==> src/rtl/write_ptr_ctrl_if.sv <==
// write_ptr_ctrl_if: producer request, synchronized read pointer and write-side status of the async FIFO
interface write_ptr_ctrl_if #(parameter int ADDR_W = 5);
  logic              write;
  logic [ADDR_W:0]   rptrs;
  logic              wen;
  logic [ADDR_W-1:0] waddr;
  logic [ADDR_W:0]   wptr;
  logic              fullflag;
  logic              almost_full;
  logic [ADDR_W:0]   wlevel;
  logic              overflow;
  modport master (output write, rptrs, input wen, waddr, wptr, fullflag, almost_full, wlevel, overflow);
  modport slave  (input write, rptrs, output wen, waddr, wptr, fullflag, almost_full, wlevel, overflow);
endinterface

==> src/rtl/write_ptr_ctrl.sv <==
// write_ptr_ctrl: async FIFO write-domain pointer, full/level/overflow logic; WPTR_ALMOST_FULL_EN builds wlevel and almost_full
module write_ptr_ctrl #(
  parameter int ADDR_W   = 5,
  parameter int AFULL_TH = 28
) (
  input logic             clkw,
  input logic             resetw,
  write_ptr_ctrl_if.slave bus
);
  logic [ADDR_W:0] wbin, wbin_next, wgray_next, wptr_q;
  logic            full_q, ovf_q, accept;
  assign accept     = bus.write & ~full_q;
  assign wbin_next  = wbin + {{ADDR_W{1'b0}}, accept};
  assign wgray_next = wbin_next ^ (wbin_next >> 1);
  assign bus.wen      = accept & ~resetw;
  assign bus.waddr    = wbin[ADDR_W-1:0];
  assign bus.wptr     = wptr_q;
  assign bus.fullflag = full_q;
  assign bus.overflow = ovf_q;
  always_ff @(posedge clkw) begin
    if (resetw) begin
      wbin   <= '0;
      wptr_q <= '0;
      full_q <= 1'b0;
      ovf_q  <= 1'b0;
    end else begin
      wbin   <= wbin_next;
      wptr_q <= wgray_next;
      full_q <= wgray_next == {~bus.rptrs[ADDR_W:ADDR_W-1], bus.rptrs[ADDR_W-2:0]};
      ovf_q  <= ovf_q | (bus.write & full_q);
    end
  end
`ifdef WPTR_ALMOST_FULL_EN
  localparam logic [ADDR_W:0] TH = (ADDR_W+1)'(AFULL_TH);
  logic [ADDR_W:0] rbin, level_next, wlevel_q;
  logic            af_q;
  always_comb begin
    rbin = '0;
    for (int i = 0; i <= ADDR_W; i++) rbin[i] = ^(bus.rptrs >> i);
  end
  assign level_next      = wbin_next - rbin;
  assign bus.wlevel      = wlevel_q;
  assign bus.almost_full = af_q;
  always_ff @(posedge clkw) begin
    if (resetw) begin
      wlevel_q <= '0;
      af_q     <= 1'b0;
    end else begin
      wlevel_q <= level_next;
      af_q     <= level_next >= TH;
    end
  end
`else
  assign bus.wlevel      = '0;
  assign bus.almost_full = 1'b0;
`endif
endmodule

==> src/flat_wrapper.sv <==
// flat-port wrapper written by rule: the top's interface ports become plain ports
module write_ptr_ctrl_flat 
#(
  parameter int ADDR_W   = 5,
  parameter int AFULL_TH = 28
)
  (clkw, resetw, bus_write, bus_rptrs, bus_wen, bus_waddr, bus_wptr, bus_fullflag, bus_almost_full, bus_wlevel, bus_overflow);
  write_ptr_ctrl_if #(.ADDR_W(ADDR_W)) bus_i ();
  input logic clkw;
  input logic resetw;
  input wire logic [$bits(bus_i.write)-1:0] bus_write;
  input wire logic [$bits(bus_i.rptrs)-1:0] bus_rptrs;
  output wire logic [$bits(bus_i.wen)-1:0] bus_wen;
  output wire logic [$bits(bus_i.waddr)-1:0] bus_waddr;
  output wire logic [$bits(bus_i.wptr)-1:0] bus_wptr;
  output wire logic [$bits(bus_i.fullflag)-1:0] bus_fullflag;
  output wire logic [$bits(bus_i.almost_full)-1:0] bus_almost_full;
  output wire logic [$bits(bus_i.wlevel)-1:0] bus_wlevel;
  output wire logic [$bits(bus_i.overflow)-1:0] bus_overflow;
  assign bus_i.write = bus_write;
  assign bus_i.rptrs = bus_rptrs;
  assign bus_wen = bus_i.wen;
  assign bus_waddr = bus_i.waddr;
  assign bus_wptr = bus_i.wptr;
  assign bus_fullflag = bus_i.fullflag;
  assign bus_almost_full = bus_i.almost_full;
  assign bus_wlevel = bus_i.wlevel;
  assign bus_overflow = bus_i.overflow;
  write_ptr_ctrl #(.ADDR_W(ADDR_W), .AFULL_TH(AFULL_TH)) u_core (.clkw(clkw), .resetw(resetw), .bus(bus_i));
endmodule
==> config.mk <==
export PLATFORM = sky130hd
export DESIGN_NAME = write_ptr_ctrl_flat
export DESIGN_NICKNAME = d
export VERILOG_FILES = /design/src/rtl/write_ptr_ctrl_if.sv /design/src/rtl/write_ptr_ctrl.sv /design/src/flat_wrapper.sv
export SDC_FILE = /design/constraint.sdc
export NUM_CORES = 1
export LEC_CHECK = 0
export CAP_MARGIN = 10
export CORE_MARGIN = 5
export CORE_UTILIZATION = 40
export CTS_BUF_LIST = sky130_fd_sc_hd__clkbuf_4 sky130_fd_sc_hd__clkbuf_8 sky130_fd_sc_hd__clkbuf_16
export CTS_CLUSTER_DIAMETER = 60
export CTS_CLUSTER_SIZE = 40
export DETAILED_ROUTE_END_ITERATION = 10
export PLACE_DENSITY_LB_ADDON = 0.1
export SYNTH_ARGS = -nofsm -noshare
export SYNTH_HDL_FRONTEND = slang
export SYNTH_SLANG_ARGS = --single-unit
==> constraint.sdc <==
create_clock -name clkw -period 4.85 [get_ports clkw]
set_input_delay 0.97 -clock clkw [delete_from_list [all_inputs] [get_ports clkw]]
set_output_delay 0.97 -clock clkw [all_outputs]
set_load 0.05 [all_outputs]
# Word level (Yosys, flattened, before mapping)
# Index checks and enable logic that the tools add are counted.
word_totals:
  regBits: 14
  inputBits: 9
  out_inout_bits: 21
  word_cells: 14
op_classes:
  addsub: 1
  n_eq_ne: 1
  bitwise_logic: 8
ops:
  columns: ["op", "n"]
  rows:
  - ["6-bit by 1-bit adder with 6-bit output", 1]
  - ["6-bit == test", 1]
  - ["6-bit by 5-bit bitwise XOR with 6-bit output", 1]
  - ["1-bit AND", 3]
  - ["1-bit inverter", 2]
  - ["2-bit inverter", 1]
  - ["1-bit OR", 1]

# Logic depth before layout (Yosys ltp)
# Gate-level depths: netlist of the first run.
depth:
  ltp_word: 5
  ltp_mapped: 7

# Least setup slack after synthesis of the first run
# OpenSTA, ideal clock, no wires.
synth_timing:
  kind: "input to output"
  from: "in resetw"
  to: "out bus_wen"
  arrival_ps: 1866
  required_ps: 3880
  setup_slack_ps: 2014
  path_stages: 2
  path_buffers: 1
  path_cell_list: "clkbuf_1 -> nor2b_1"
synth_via:
  elab_chain_len: 2
synth_lines:
  columns: ["item", "line_no", "text"]
  rows:
  - ["start, declared", "flat_wrapper.sv:10", "input logic resetw;"]
  - ["1-bit inverter", "write_ptr_ctrl.sv:15", "assign bus.wen = accept & ~resetw;"]
  - ["1-bit AND", "write_ptr_ctrl.sv:15", null]
  - ["end, declared", "flat_wrapper.sv:13", "output wire logic [$bits(bus_i.wen)-1:0] bus_wen;"]
# No other way between the ends.

# Worst setup path in the final report of the first run
# Ends and elaborated chain as after synthesis.

==> results.yml, run 1 <==
routing:
  viasPerCell: 4.785
  totalWireLength_mm: 1.240
  vias: 512
  drc: 0
  top_layer: "met3"
  postRouteAntennaNets: 0
  wl_met3_um: 72
  wl_met1_um: 492
  drtPass1Iterations: 4
  wl_per_cell_um: 11.59
  initialDrtViolationCount: 7
  met2WireLength_um: 675
yosys:
  syn-cell-area_um2: 696.9
  synthFlopType: "dfxtp_1"
  avgSynthCellArea_um2: 10.56
  synthCells: 66
  synth_top_area_cell: "dfxtp_1"
  ys_types: 27
  synth-edff-count: 0
  synthArstFlopShare: 0
  ys_top_cells_by_area: "dfxtp_1 37%, buf_4 7.5%, xnor2_1 6.3%, nor2b_1 4.5%, xor3_4 3.9%"
  yosysTopAreaCellShare: 0.3734
  seq_area_frac_synth: 0.3734
  ys_ff_latch: 13
  yosysMostFrequentCell: "dfxtp_1"
  synth_common_cells: "13 x dfxtp_1, 7 x buf_4, 7 x nor2_1"
  synth_warnings: 0
critical_path:
  cp-end-kind: "output port"
  critPathTopFamily: "buffers and inverters"
  critical-path-max-stage-delay_ps: 810
  crit_fanout: 14
  setup.worst_path.class: "in -> out"
  path_depth: 3
  cp_data_arrival_time_ps: 2640
  r2r_end: "u_core.bus.fullflag"
  cp.buffers_inverters: 2
  crit_top_cell: "clkdlybuf4s50_1"
  rr_worst_depth: 7
  startpoint_type: "primary input"
  regToRegSetupSlack_ps: 2720
  required_ps: 3880
  timing.rr.start: "u_core.bus.fullflag"
  path_cells: "clkdlybuf4s50_1 > nor2b_1 > clkdlybuf4s50_1"
  critPathSlowestCell: "clkdlybuf4s50_1"
sta:
  skew_ps: 4.889
  tightest_slew_ps: 507.4
  period_needed_ps: 3608
  worst_hold_slack_ps: 486.6
  hold_viol: 0
  slew_viol_final: 0
  timing.fmax_mhz: 277.2
  post-route-period-util: 0.7439
  maxSlewHeadroom: 0.6607
  setup_tns_ps: 0
  setup_viol: 0
  rsz0062_at_grt: "no"
cts:
  htreeDepth: 1
  cts_tree: "yes"
  clkLatencyLatePin_ps: 280
  clk_transition_reported_paths_ps: 80
  cts_resized: 0
  hold_buffers: 0
  cts_root_buf: "clkbuf_4"
  postCtsSetupRepairBufs: 0
  cts_buffers: 3
  clock_sinks: 13
  clock_path_buffers: 2
placement:
  dp_hpwl_mm: 1.020
  portBuffers: 22
  place.gp.congestion: 0.7120
  placed_cell_area_um2: 904.6
final_layout:
  nFillCells: 167
  fin_area_um2: 934.6
  postLayoutCoreUtil: 0.5533
  syn2layout_area_growth_pct: 34.11
  diodes: 0
  finalNetCount: 102
  drive_gt1_frac: 0.1222
run_status:
  status: "finished clean"
floorplanning:
  core_um2: 1689
  die_w_um: 51.74
  rows: 15
  die_h_um: 51.74
  io_pins: 30
  die_area_um2: 2677
  start_util: 0.4126
grt:
  grt_max_degree: 15
  grt_usage: 0.09952
  grt-ovfl-total: 0
  antenna_found_initial: 0
  grt_pass1_vias: 451
  grt_pass1_wl_mm: 1.876
power:
  power_w: 0.0002552
  ir_worst_vdd_uv: 190.8
  p_per_area_nw_per_um2: 273.1
  p_leak_nw: 0.3699
worst_hold_path:
  hp-class: "reg -> reg"
  hp-start: "u_core.bus.overflow"
  hold_depth: 2
  hold_end: "u_core.bus.overflow"
job:
  cap_violations: 0
[per-stage QoR]
stage | cells | worst slack, ps
after floorplan | 72 | 2014
after global placement | 103 | 1230
after detailed placement | 103 | 1225
after CTS | 107 | 1226
after global routing | 107 | 1122
final | 107 | 1242
[placed cells by master, fill, tap and decap left out]
cell type	synthesis	layout
clkdlybuf4s50_1	0	22
dfxtp_1	13	13
nor2_1	7	7
conb_1	1	7
nor2b_1	5	5
xnor2_1	5	5
clkbuf_4	0	4
a21oi_1	3	3
xor2_1	3	3
nand3_1	2	2
or3_1	2	2
ha_1	2	2
nand3_2	1	1
nand2_1	1	1
o21ai_0	1	1
or3_4	1	1
and3_4	1	1
xor3_4	1	1
a211o_1	1	1
nand4_1	1	1
xnor3_1	1	1
xor2_2	1	1
xor3_1	1	1
a21o_1	1	1
a221oi_2	1	1
a21bo_2	1	1
nand3b_1	1	1
[kinds of logic after synthesis]
family                     count (synthesis)  synth area share
and+or+nand+nor                           22            0.1867
DFF                                       13            0.3734
xor gates and xnor gates                  12            0.2298
AOI/OAI and AO/OA                          8           0.08796
buffers and inverters                      8           0.08078
adders and majority gates                  2           0.03590
other                                      1          0.005381
[layer usage]
layer,GRT usage,up-vias
met3,0.05158,0
li1,-,258
met5,0,-
met4,0.03930,0
met1,0.1007,237
met2,0.1716,17
[how the worst max path moves through the flow]
| stage | end | slack, ps | start |
|---|---|---|---|
| 2_1_floorplan | bus_wen | 2010 | resetw |
| 3_3_place_gp | bus_wen | 1230 | resetw |
| 3_5_place_dp | bus_wen | 1230 | resetw |
| 4_1_cts | bus_wen | 1230 | resetw |
| 5_1_grt | bus_wen | 1120 | resetw |
| 6_report | bus_wen | 1240 | resetw |
[registers in the layout (all words and copies together), names as in the netlist]
signal               count
u_core.bus.fullflag      1
u_core.bus.overflow      1
u_core.bus.wptr          6
u_core.wbin              5
[area by class of cell]
class / instances / area [um^2] / area share
Multi-Input combinational cell: 51 / 402.9 / 0.4311
Sequential cell: 13 / 260.3 / 0.2784
Timing Repair Buffer: 22 / 220.2 / 0.2356
Clock buffer: 4 / 30.03 / 0.03213
Tap cell: 17 / 21.27 / 0.02276
[worst register-to-register path: stages (launching register included)]
cell	delay (ps)
dfxtp_1	330
nor2b_1	160
ha_1	210
ha_1	260
and3_4	240
xnor3_1	240
or3_1	390
a221oi_2	230
[power breakdown]
group          total (W)  switching, W  internal [W]
Combinational  0.0000699     0.0000439     0.0000260
Sequential      0.000114    0.00000232      0.000111
Clock          0.0000718     0.0000343     0.0000375
Note: power is estimated with default switching activity, not from simulation.
==> run 2, diff against run 1 <==
Clock period 4.85 ns to 3.5 ns, I/O delays scaled along.
==> run 2 against run 1 <==
Hold slack worse by 13 ps. Non-clock buffer count up 1. Worst setup slack worse by 770 ps. Flip-flop and latch count unchanged. Sequential share of layout area down 0.22 points. Via count up 3.3%. Critical path depth up 1. First-iteration DRC count down 43%. Combinational power up 40%. Final cell count up 0.93%. Critical path type unchanged. Critical endpoint unchanged. Largest power group unchanged.
==> results.yml, run 2 (synthesis gave the netlist of run 1 again) <==
placement:
  dp_hpwl_mm: 1.068
  portBuffers: 22
  dp.cells: 104
  place.gp.congestion: 0.6925
sta:
  timing.fmax_mhz: 330.1
  post-route-period-util: 0.8655
  hold_viol: 0
  setup_viol: 0
  period_needed_ps: 3029
  tightest_slew_ps: 516.1
  setup_tns_ps: 0
  slew_viol_final: 0
  maxSlewHeadroom: 0.6523
  rsz0062_at_grt: "no"
  skew_ps: 7.209
routing:
  drc: 0
  postRouteAntennaNets: 0
  wl_per_cell_um: 12.30
  viasPerCell: 4.898
  totalWireLength_mm: 1.328
  initialDrtViolationCount: 4
  vias: 529
  drtPass1Iterations: 3
critical_path:
  crit_fanout: 2
  setup.worst_path.class: "in -> out"
  required_ps: 2800
  cp-end-kind: "output port"
  timing.rr.start: "u_core.bus.fullflag"
  startpoint_type: "primary input"
  startpoint: "bus_write"
  cp_data_arrival_time_ps: 2330
floorplanning:
  rows: 15
  core_um2: 1689
  die_h_um: 51.74
  die_w_um: 51.74
  io_pins: 30
  start_util: 0.4126
  die_area_um2: 2677
grt:
  grt_max_degree: 14
  grt_usage: 0.1050
  grt_pass1_vias: 479
  grt_pass1_wl_mm: 2.083
  grt-ovfl-total: 0
  antenna_found_initial: 0
cts:
  cts_root_buf: "clkbuf_4"
  cts_tree: "yes"
  htreeDepth: 1
  clock_sinks: 13
  cts_resized: 0
  clock_path_buffers: 2
  clkLatencyLatePin_ps: 270
  clk_transition_reported_paths_ps: 80
  postCtsSetupRepairBufs: 0
  hold_buffers: 0
  cts_buffers: 3
worst_hold_path:
  hp-class: "reg -> reg"
  hp-start: "u_core.bus.overflow"
power:
  ir_worst_vdd_uv: 203.9
  p_leak_nw: 0.3747
  p_per_area_nw_per_um2: 377.8
final_layout:
  drive_gt1_frac: 0.1319
  largest_reg_flops: 6
  stdcell_count: 108
  finalNetCount: 103
  most-common-layout-cells: "22 x clkdlybuf4s50_1, 13 x dfxtp_1, 7 x nor2_1, 7 x conb_1"
  diodes: 0
  syn2layout_area_growth_pct: 35.19
  final_common_cell: "clkdlybuf4s50_1"
run_status:
  status: "finished clean"
job:
  cap_violations: 0
==> run 2: cell count changes in the layout (fill, tap and decap cells not counted), sizes merged <==
| cell | before | now |
|---|---|---|
| buf | 0 | 1 |
==> run 2: final timing paths <==
path / end / slack, ps / depth (start not counted)
worst max-delay path: bus_wen / 470 / 4
worst min-delay path: u_core.bus.overflow / 470 / 2
worst max register to register: u_core.bus.fullflag / 1370 / 7
worst min register to register: u_core.bus.overflow / 470 / 2
==> run 2: power by group <==
part,switching (W),internal [W],total (W)
Sequential,0.00000304,0.000154,0.000157
Clock,0.0000488,0.0000518,0.000101
Combinational,0.0000613,0.0000368,0.0000981
Total,0.000113,0.000243,0.000356
==> run 2: cell type report <==
cell class                 count  area (um^2)
multi-input combinational     51        402.9
clock buffer                   4        30.03
sequential                    13        260.3
fill                         156        747.0
timing repair buffer          23        227.7
tap                           17        21.27
==> run 2: routing by layer <==
| metal | routed length (um) | vias to the layer above | share of wire | global-route usage |
|---|---|---|---|---|
| met4 | 16 | 0 | 0.012 | 0.05240 |
| met2 | 722 | 11 | 0.54 | 0.1886 |
| met3 | 44 | 2 | 0.033 | 0.02292 |
| met5 | 0 | - | 0 | 0 |
| met1 | 545 | 254 | 0.41 | 0.1150 |
| li1 | - | 262 | - | - |
==> run 2: critical path: stages <==
cell and delay (ps):
clkdlybuf4s50_1 480, nor2b_1 180, nor2b_1 160, clkdlybuf4s50_1 810
==> run 2: through the flow <==
step	cell area [um^2]	hold slack (ps)	power, W	utilization	setup slack, ps
4_1_cts	942.2	473.6	0.0003611	0.5578	466.2
5_1_grt	942.2	498.3	0.0003717	0.5578	397.7
3_5_place_dp	912.1	455.6	0.0002591	0.5400	469.0
3_3_place_gp	912.1	461.1	0.0002587	0.5400	483.8
2_1_floorplan	719.4	725.8	0.0002362	-	1098
6_report	942.2	473.3	0.0003559	0.5578	470.6
